<file path="src/rtl/opsum_pack_fifo_pkg.sv">
// Shared definitions for the CONV-unit psum buffers: pop mode encoding and
// the modulo-depth pointer step.
package opsum_fifo_pkg;

    typedef enum logic {
        POP_SINGLE = 1'b0,
        POP_PACK   = 1'b1
    } pop_mode_e;

    // Valid for ptr < depth and inc <= depth, so one conditional subtract wraps.
    function automatic int unsigned ptr_add(input int unsigned ptr,
                                            input int unsigned inc,
                                            input int unsigned depth);
        int unsigned sum;
        sum = ptr + inc;
        return (sum >= depth) ? sum - depth : sum;
    endfunction

endpackage

</file>
<file path="src/rtl/opsum_pack_fifo_if.sv">
// Push/pop bundle for opsum_pack_fifo. The master is the CONV-side user and
// the slave is the FIFO itself.
interface opsum_pack_fifo_if
    import opsum_fifo_pkg::*;
#(
    parameter int ELEM_W = 16,
    parameter int DEPTH  = 8,
    parameter int PACK   = 2
);
    localparam int OUT_W = ELEM_W * PACK;
    localparam int CNT_W = $clog2(DEPTH + 1);

    logic              clear_i;
    logic              push_en;
    logic [ELEM_W-1:0] push_data;
    logic              full;
    logic              pop_en;
    pop_mode_e         pop_mod;
    logic [OUT_W-1:0]  pop_data;
    logic              pop_valid;
    logic              empty;
    logic              pack_ready;
    logic [CNT_W-1:0]  count;
    logic              ovf_o;
    logic              udf_o;

    modport master (
        output clear_i, push_en, push_data, pop_en, pop_mod,
        input  full, pop_data, pop_valid, empty, pack_ready, count, ovf_o, udf_o
    );

    modport slave (
        input  clear_i, push_en, push_data, pop_en, pop_mod,
        output full, pop_data, pop_valid, empty, pack_ready, count, ovf_o, udf_o
    );

endinterface

</file>
<file path="src/rtl/opsum_pack_fifo.sv">
// Output partial-sum FIFO: one psum in per cycle, drains one zero-extended
// element or PACK elements (oldest in the LSBs) per pop, wrapping at any DEPTH.
module opsum_pack_fifo
    import opsum_fifo_pkg::*;
#(
    parameter int ELEM_W = 16,
    parameter int DEPTH  = 8,
    parameter int PACK   = 2
) (
    input  logic               clk,
    input  logic               rst,
    opsum_pack_fifo_if.slave   bus
);
    localparam int OUT_W = ELEM_W * PACK;
    localparam int CNT_W = $clog2(DEPTH + 1);
    localparam int PTR_W = $clog2(DEPTH);

    logic [ELEM_W-1:0] mem [DEPTH];
    logic [PTR_W-1:0]  wr_ptr;
    logic [PTR_W-1:0]  rd_ptr;
    logic [CNT_W-1:0]  cnt;
    logic [OUT_W-1:0]  pop_data_q;
    logic              pop_valid_q;
    logic              ovf_q;
    logic              udf_q;

    logic              live;
    logic              full_w;
    logic              empty_w;
    logic              pack_ready_w;
    logic              push_acc;
    logic              pop_single_acc;
    logic              pop_pack_acc;
    logic              pop_rej;
    logic [CNT_W-1:0]  n_pop;
    logic [OUT_W-1:0]  single_word;
    logic [OUT_W-1:0]  pack_word;

    // Flags decode the pre-edge count, so a same-cycle pop never frees room for a push.
    assign full_w       = (cnt == CNT_W'(DEPTH));
    assign empty_w      = (cnt == '0);
    assign pack_ready_w = (cnt >= CNT_W'(PACK));

    // Requests presented during reset or flush are ignored and raise no flags.
    assign live           = !rst && !bus.clear_i;
    assign push_acc       = live && bus.push_en && !full_w;
    assign pop_single_acc = live && bus.pop_en && (bus.pop_mod == POP_SINGLE) && !empty_w;
    assign pop_pack_acc   = live && bus.pop_en && (bus.pop_mod == POP_PACK) && pack_ready_w;
    assign pop_rej        = live && bus.pop_en && !pop_single_acc && !pop_pack_acc;

    always_comb begin
        // NOTE: default first so every path assigns n_pop and no latch is inferred.
        n_pop = '0;
        if (pop_pack_acc)
            n_pop = CNT_W'(PACK);
        else if (pop_single_acc)
            n_pop = CNT_W'(1);
    end

    assign single_word = OUT_W'(mem[rd_ptr]);

    for (genvar k = 0; k < PACK; k++) begin : g_pack
        logic [PTR_W-1:0] idx;
        assign idx = PTR_W'(ptr_add(32'(rd_ptr), 32'(k), 32'(DEPTH)));
        assign pack_word[ELEM_W*k +: ELEM_W] = mem[idx];
    end

    // NOTE: storage has no reset; stale entries are never visible because pop_data only loads on an accepted pop.
    always_ff @(posedge clk) begin
        if (push_acc)
            mem[wr_ptr] <= push_data_w();
    end

    function automatic logic [ELEM_W-1:0] push_data_w();
        return bus.push_data;
    endfunction

    always_ff @(posedge clk) begin
        if (rst || bus.clear_i) begin
            wr_ptr      <= '0;
            rd_ptr      <= '0;
            cnt         <= '0;
            pop_data_q  <= '0;
            pop_valid_q <= 1'b0;
            ovf_q       <= 1'b0;
            udf_q       <= 1'b0;
        end else begin
            if (push_acc)
                wr_ptr <= PTR_W'(ptr_add(32'(wr_ptr), 32'd1, 32'(DEPTH)));

            if (pop_pack_acc) begin
                rd_ptr     <= PTR_W'(ptr_add(32'(rd_ptr), 32'(PACK), 32'(DEPTH)));
                pop_data_q <= pack_word;
            end else if (pop_single_acc) begin
                rd_ptr     <= PTR_W'(ptr_add(32'(rd_ptr), 32'd1, 32'(DEPTH)));
                pop_data_q <= single_word;
            end

            cnt         <= cnt + CNT_W'(push_acc) - n_pop;
            pop_valid_q <= pop_single_acc || pop_pack_acc;

            if (bus.push_en && full_w)
                ovf_q <= 1'b1;
            if (pop_rej)
                udf_q <= 1'b1;
        end
    end

    assign bus.full       = full_w;
    assign bus.empty      = empty_w;
    assign bus.pack_ready = pack_ready_w;
    assign bus.count      = cnt;
    assign bus.pop_data   = pop_data_q;
    assign bus.pop_valid  = pop_valid_q;
    assign bus.ovf_o      = ovf_q;
    assign bus.udf_o      = udf_q;

endmodule

</file>
<file path="src/flat_wrapper.sv">
// flat-port wrapper written by rule: the top's interface ports become plain ports
module opsum_pack_fifo_flat import opsum_fifo_pkg::*;
#(
    parameter int ELEM_W = 16,
    parameter int DEPTH  = 8,
    parameter int PACK   = 2
)
  (clk, rst, bus_clear_i, bus_push_en, bus_push_data, bus_pop_en, bus_pop_mod, bus_full, bus_pop_data, bus_pop_valid, bus_empty, bus_pack_ready, bus_count, bus_ovf_o, bus_udf_o);
  opsum_pack_fifo_if #(.ELEM_W(ELEM_W), .DEPTH(DEPTH), .PACK(PACK)) bus_i ();
  input  logic clk;
  input  logic rst;
  input wire logic [$bits(bus_i.clear_i)-1:0] bus_clear_i;
  input wire logic [$bits(bus_i.push_en)-1:0] bus_push_en;
  input wire logic [$bits(bus_i.push_data)-1:0] bus_push_data;
  input wire logic [$bits(bus_i.pop_en)-1:0] bus_pop_en;
  input wire logic [$bits(bus_i.pop_mod)-1:0] bus_pop_mod;
  output wire logic [$bits(bus_i.full)-1:0] bus_full;
  output wire logic [$bits(bus_i.pop_data)-1:0] bus_pop_data;
  output wire logic [$bits(bus_i.pop_valid)-1:0] bus_pop_valid;
  output wire logic [$bits(bus_i.empty)-1:0] bus_empty;
  output wire logic [$bits(bus_i.pack_ready)-1:0] bus_pack_ready;
  output wire logic [$bits(bus_i.count)-1:0] bus_count;
  output wire logic [$bits(bus_i.ovf_o)-1:0] bus_ovf_o;
  output wire logic [$bits(bus_i.udf_o)-1:0] bus_udf_o;
  assign bus_i.clear_i = bus_clear_i;
  assign bus_i.push_en = bus_push_en;
  assign bus_i.push_data = bus_push_data;
  assign bus_i.pop_en = bus_pop_en;
  assign bus_i.pop_mod = bus_pop_mod;
  assign bus_full = bus_i.full;
  assign bus_pop_data = bus_i.pop_data;
  assign bus_pop_valid = bus_i.pop_valid;
  assign bus_empty = bus_i.empty;
  assign bus_pack_ready = bus_i.pack_ready;
  assign bus_count = bus_i.count;
  assign bus_ovf_o = bus_i.ovf_o;
  assign bus_udf_o = bus_i.udf_o;
  opsum_pack_fifo #(.ELEM_W(ELEM_W), .DEPTH(DEPTH), .PACK(PACK)) u_core (.clk(clk), .rst(rst), .bus(bus_i));
endmodule
</file>
<file path="config.mk">
export PLATFORM = sky130hd
export DESIGN_NAME = opsum_pack_fifo_flat
export DESIGN_NICKNAME = d
export VERILOG_FILES = /design/src/rtl/opsum_pack_fifo_pkg.sv /design/src/rtl/opsum_pack_fifo_if.sv /design/src/rtl/opsum_pack_fifo.sv /design/src/flat_wrapper.sv
export SDC_FILE = /design/constraint.sdc
export NUM_CORES = 1
export LEC_CHECK = 0
export CAP_MARGIN = 15
export CORE_MARGIN = 2
export CORE_UTILIZATION = 40
export CTS_BUF_LIST = sky130_fd_sc_hd__clkbuf_4
export CTS_CLUSTER_DIAMETER = 60
export DETAILED_ROUTE_END_ITERATION = 7
export DONT_BUFFER_PORTS = 1
export GPL_TIMING_DRIVEN = 0
export PLACE_DENSITY_LB_ADDON = 0.25
export SLEW_MARGIN = 20
export SYNTH_ARGS = -nofsm -noshare
export SYNTH_HDL_FRONTEND = slang
export SYNTH_SLANG_ARGS = --single-unit
</file>
<file path="constraint.sdc">
create_clock -name clk -period 4.9 [get_ports clk]
set_input_delay 0.245 -clock clk [delete_from_list [all_inputs] [get_ports clk]]
set_output_delay 0.245 -clock clk [all_outputs]
set_load 0.01 [all_outputs]
</file>
After elaboration in Yosys (flattened, before gate mapping)
Memory sizes are Yosys's and may differ from the RTL's. A register that Yosys moved wholly into a read port is not among the register bits.
Index checks and enable logic that the tools add are counted.
{"block": "totals", "ff_bits": 45, "mem_bits_rw": 128, "inputBits": 22, "out_inout_bits": 42, "n_memories": 1}
{"memory": "u_core.mem", "depth": 8, "word_bits": 16, "rd": 3, "rd_clocked_by_memory_dff": 1, "wr": 1, "line": "opsum_pack_fifo.sv:18", "rtl": "logic [ELEM_W-1:0] mem [DEPTH];"}
{"block": "classes", "add_sub_neg": 9, "magnitude_cmp": 5, "eq_ne": 1, "mux": 14, "bitwise": 1, "reduce_logical": 21}
{"op": "32-bit two-way mux", "n": 2}
{"op": "3-bit two-way mux", "n": 8}
{"op": "4-bit >= comparator (second input constant)", "n": 3}
{"op": "3-bit by 1-bit subtractor with 3-bit output (second input constant)", "n": 4}
{"op": "1-bit logical AND", "n": 11}
{"op": "3-bit by 1-bit adder with 4-bit output (second input constant)", "n": 2}
{"op": "1-bit zero test", "n": 6}
{"op": "3-bit by 2-bit adder with 4-bit output (second input constant)", "n": 1}
{"op": "4-bit by 1-bit adder with 4-bit output", "n": 1}
{"op": "4-bit equality test (second input constant)", "n": 1}
{"op": "3-bit by 4-bit >= comparator with 1-bit output (second input constant)", "n": 1}
{"op": "4-bit by 2-bit >= comparator with 1-bit output (second input constant)", "n": 1}
{"op": "4-bit zero test", "n": 1}
{"op": "4-bit subtractor", "n": 1}
{"op": "1-bit two-way mux", "n": 3}
{"op": "1-bit logical OR", "n": 2}
{"op": "2-bit two-way mux", "n": 1}
{"op": "2-bit nonzero test", "n": 1}
{"op": "1-bit inverter", "n": 1}

Depth between registers and ports, before layout
{"block": "logic_depth", "word_depth": 9, "depth_mapped": 12, "depth_no_buf": 12}

Least setup slack after synthesis
Ideal clock, no wire load.
{"block": "synth_path", "path_kind": "reg2reg", "startpoint": "register u_core.cnt[2], in the netlist u_core.bus.count[2]", "endpoint": "memory u_core.mem[0][0] (enable)", "setup_ns": 0.409, "t_arrival_ns": 2.467, "t_required_ns": 4.491, "slack_ns": 2.024, "stages_incl_launch_ff": 7, "n_path_buf": 0, "period_less_slack_ns": 2.876, "cell_sequence": "dfxtp_1 > inv_1 > ha_1 > nor3b_1 > nor3b_2 > nand2b_1 > nor3_1"}
{"block": "synth_via", "elab_chain_len": 5}
{"element": "start: declaration", "line": "opsum_pack_fifo.sv:21", "rtl": "logic [CNT_W-1:0] cnt;"}
{"element": "start signal: assignment", "line": "opsum_pack_fifo.sv:99", "rtl": "cnt <= cnt + CNT_W'(push_acc) - n_pop;"}
{"element": "4-bit equality test", "line": "opsum_pack_fifo.sv:40", "rtl": "assign full_w = (cnt == CNT_W'(DEPTH));"}
{"element": "via bus_full", "line": "flat_wrapper.sv:17", "rtl": "output wire logic [$bits(bus_i.full)-1:0] bus_full;"}
{"element": "1-bit zero test", "line": "opsum_pack_fifo.sv:46", "rtl": "assign push_acc = live && bus.push_en && !full_w;"}
{"element": "1-bit logical AND", "line": "opsum_pack_fifo.sv:46"}
{"element": "via u_core.push_acc", "line": "opsum_pack_fifo.sv:31", "rtl": "logic push_acc;"}
{"element": "1-bit two-way mux", "line": "opsum_pack_fifo.sv:70", "rtl": "if (push_acc)"}
{"element": "1-bit two-way mux (not written as such)", "line": "opsum_pack_fifo.sv:71", "rtl": "mem[wr_ptr] <= push_data_w();"}
{"element": "end: declaration", "line": "opsum_pack_fifo.sv:18"}
The timed path passes the listed nets, and every way through them passes these cells.

Worst setup path after layout
{"block": "layout_path", "startpoint": "register u_core.cnt[2], in the netlist u_core.bus.count[2]", "endpoint": "memory u_core.mem[0][14] (enable)"}
The elaborated chain is that of the path after synthesis.

==> results_dict.tcl <==
set metrics [dict create \
    die_area_um2 19700 \
    wl_mm 17.6 \
    required_ps 5190 \
    placed_cells_incl_taps 683 \
    fin_crit_ps 2870 \
    finish.instance_area_um2 8290 \
    global_route_wire_length_before_repair_mm 26.2 \
    grt_setup_unrepaired "false" \
    postSynthNetCount 477 \
    clk_pin_slew_ps 160 \
    synth_top_area_share_pct 51.8 \
    timing_worst_slew_pin_value_ps 951 \
    initial_core_util_pct 41.0 \
    synthDistinctLibCells 37 \
    chipWidth_um 140 \
    fillerInstances 1546 \
    gp_routability_congestion 0.744 \
    synth_top_cell_by_area "sky130_fd_sc_hd__edfxtp_1" \
    vert_die_dim_um 140 \
    synth-async-reset-ratio_pct 0 \
    avgRoutedWirePerCell_um 23.9 \
    critical_path_peak_fanout 7 \
    synth_edf_count 128 \
    synth_commonest_cells "sky130_fd_sc_hd__edfxtp_1, sky130_fd_sc_hd__nand2_1, sky130_fd_sc_hd__mux4_2" \
    synth_warnings 0 \
    seq_power_share_pct 67.4 \
    post_layout_nonfiller_instances 738 \
    total_switching_power_mw 0.544 \
    clkLatencyLatePin_ps 580 \
    syn_area_per_cell_um2 16.7 \
    dpl-instance-area_um2 7830 \
    slew_headroom_pct 36.6 \
    report.final.setup_viol 0 \
    power.switching_fraction_pct 22.8 \
    timing.final.max_slew_violations 0 \
    design.portCount 64 \
    finalHoldViolCount 0 \
    setup_tns_ps 0 \
    ys_ff_latch 176 \
    globalRouteOverflowTotal 0 \
    detailedRoute.firstPassIterationCount 5 \
    route.vias.total 4235 \
    critical_path.endpoint_type "flop" \
    finish.utilization_pct 45.8 \
    grt_use_total_pct 18.5 \
    grt_pass1_vias 4349 \
    p_comb_share_pct 2.7 \
    status "finished clean" \
    share_clk_of_total_power_pct 29.9 \
    antenna_found_initial 1 \
    maxCapViolCount 0 \
    ctsResizeCount 0 \
    numCtsBuffers 17 \
    finalCritPeriodShare_pct 58.5 \
    core.rowCount 49 \
    nNetsFinal 527 \
    pwr_total_mw 2.38 \
    clock-sinks 176 \
    syn_area_um2 7420 \
    fmaxAchievable_mhz 349 \
    post-dp-hpwl_mm 11.9 \
    root_buffer "sky130_fd_sc_hd__clkbuf_4" \
    postSynthCellCount 445 \
    synth_most_common_cell "sky130_fd_sc_hd__edfxtp_1" \
    pd_cells_nw_per_um2 287 \
    startpoint_to_endpoint_class_of_the_critical_path "flop to flop" \
    max-clock-path-buffers 2 \
    detail_route.vias_per_cell 5.74 \
    core-area_um2 18100 \
    synth.top_cells.by_area "sky130_fd_sc_hd__edfxtp_1, sky130_fd_sc_hd__mux4_2, sky130_fd_sc_hd__dfxtp_1" \
    antenna_left 0 \
    layout-drive-gt1-share_pct 26.6 \
    cts_tree "done" \
    hold_class "input pin to flop" \
    maximum_number_of_pins_on_one_net_before_global_route_repair 17 \
    start_kind "flop" \
    setup.reg_to_reg.worst_slack_ps 2030 \
    ys_seq_area_share_pct 64.7 \
    p_leak_nw 2.74 \
    crit_path_arrival_time_ps 3160 \
    drt_drc_violations_left 0 \
    clock_skew_ps 29.9 \
    io_buffers 0 \
    area.growth.synth_to_final_pct 11.7 \
    drt_first_iter_violations 419 \
    htreeDepth 4 \
    internal_power_mw 1.84 \
    synth-main-ff-cell "sky130_fd_sc_hd__edfxtp_1" \
    maximum_vdd_drop_uv 135 \
]
[metal layers]
layer  global-route usage [%]  vias up  part of all wire [%]
met1                     23.3     2181                    40
met2                     30.7      184                    50
met3                     5.03       25                   7.9
li1                         -     1845                     -
met5                        0        -                     0
met4                     7.44        0                   2.2
[through the flow]
step	worst slack (ps)	hold WS (ps)
global route	1850	51.0
global placement	635	344
CTS	2010	39.7
finish	2030	87.4
detailed placement	2050	344
floorplan	2020	344
[registers in the layout (all words and copies together), names as in the netlist, named ones only]
| signal | flops |
|---|---|
| u_core.bus.pop_data | 32 |
| u_core.mem | 128 |
| u_core.bus.ovf_o | 1 |
| u_core.rd_ptr | 3 |
| u_core.bus.udf_o | 1 |
| u_core.bus.pop_valid | 1 |
| u_core.wr_ptr | 3 |
| u_core.bus.count | 4 |
[final cells by class]
cell class                 instances  area [um2]  area share [%]
multi-input combinational        232        2460            29.7
inverter                          11        41.3           0.498
antenna                            1        2.50          0.0302
buffer                            26         146            1.77
tap                              229         287            3.46
clock buffer                      19         143            1.72
clock inverter                    13        92.6            1.12
sequential                       176        4800            58.0
timing repair buffer              31         314            3.79
[critical path, stage by stage, from the launching register on]
cell and delay (ps):
sky130_fd_sc_hd__dfxtp_1 410, sky130_fd_sc_hd__inv_1 100, sky130_fd_sc_hd__ha_1 190, sky130_fd_sc_hd__nor3b_1 210, sky130_fd_sc_hd__nor3b_2 400, sky130_fd_sc_hd__nand2b_1 280, sky130_fd_sc_hd__nor3_2 590, sky130_fd_sc_hd__buf_6 230
sky130_fd_sc_hd__buf_6 150
[layout by cell type (no fill, tap or decap), types with 2 or more instances in the layout]
| cell | instances |
|---|---|
| sky130_fd_sc_hd__inv_1 | 10 |
| sky130_fd_sc_hd__buf_2 | 10 |
| sky130_fd_sc_hd__clkinvlp_4 | 4 |
| sky130_fd_sc_hd__clkbuf_4 | 19 |
| sky130_fd_sc_hd__inv_6 | 2 |
| sky130_fd_sc_hd__dfxtp_1 | 48 |
| sky130_fd_sc_hd__nand2b_1 | 5 |
| sky130_fd_sc_hd__nor2_1 | 11 |
| sky130_fd_sc_hd__and2_1 | 2 |
| sky130_fd_sc_hd__nor3b_1 | 2 |
| sky130_fd_sc_hd__o21ai_0 | 2 |
| sky130_fd_sc_hd__edfxtp_1 | 128 |
| sky130_fd_sc_hd__ha_1 | 9 |
| sky130_fd_sc_hd__nor3_2 | 2 |
| sky130_fd_sc_hd__a31oi_1 | 2 |
| sky130_fd_sc_hd__nor2_2 | 7 |
| sky130_fd_sc_hd__a21oi_1 | 5 |
| sky130_fd_sc_hd__xnor2_1 | 2 |
| sky130_fd_sc_hd__clkinv_4 | 3 |
| sky130_fd_sc_hd__mux4_2 | 64 |
| sky130_fd_sc_hd__buf_6 | 9 |
| sky130_fd_sc_hd__xor2_1 | 3 |
| sky130_fd_sc_hd__clkinv_2 | 3 |
| sky130_fd_sc_hd__dlygate4sd3_1 | 22 |
| sky130_fd_sc_hd__clkbuf_1 | 10 |
| sky130_fd_sc_hd__buf_4 | 3 |
| sky130_fd_sc_hd__nand2_1 | 72 |
| sky130_fd_sc_hd__a22oi_1 | 32 |
[power by group through the flow]
stage	logic [mW]	registers, mW	clock network (mW)
6_report	0.0652	1.61	0.712
5_1_grt	0.0709	1.61	0.792
4_1_cts	0.0657	1.61	0.731
3_5_place_dp	0.0388	1.64	0
3_3_place_gp	0.0354	1.64	0
2_1_floorplan	0.0250	1.64	0
[cells by family after synthesis]
logic type	synth area share (%)
buf+inv	2.53
xor+xnor	0.590
fa+ha+maj	1.79
compound gates	4.45
simple gates	6.49
mux	19.4
flops	64.7
[final timing paths]
kind / depth (start not counted) / from / end
worst min register to register: 2 / u_core.bus.pop_data[24] / u_core.bus.pop_data[24]
worst max register to register: 8 / u_core.bus.count[2] / u_core.mem[0][14]
worst min-delay path: 4 / rst / u_core.bus.pop_valid
worst max-delay path: 8 / u_core.bus.count[2] / u_core.mem[0][14]
[timing repair]
action	CTS	global route
hold buffers	22	0
setup buffers	0	0
endpoints found under the hold margin	139	0
Note: power is estimated with default switching activity, not from simulation.
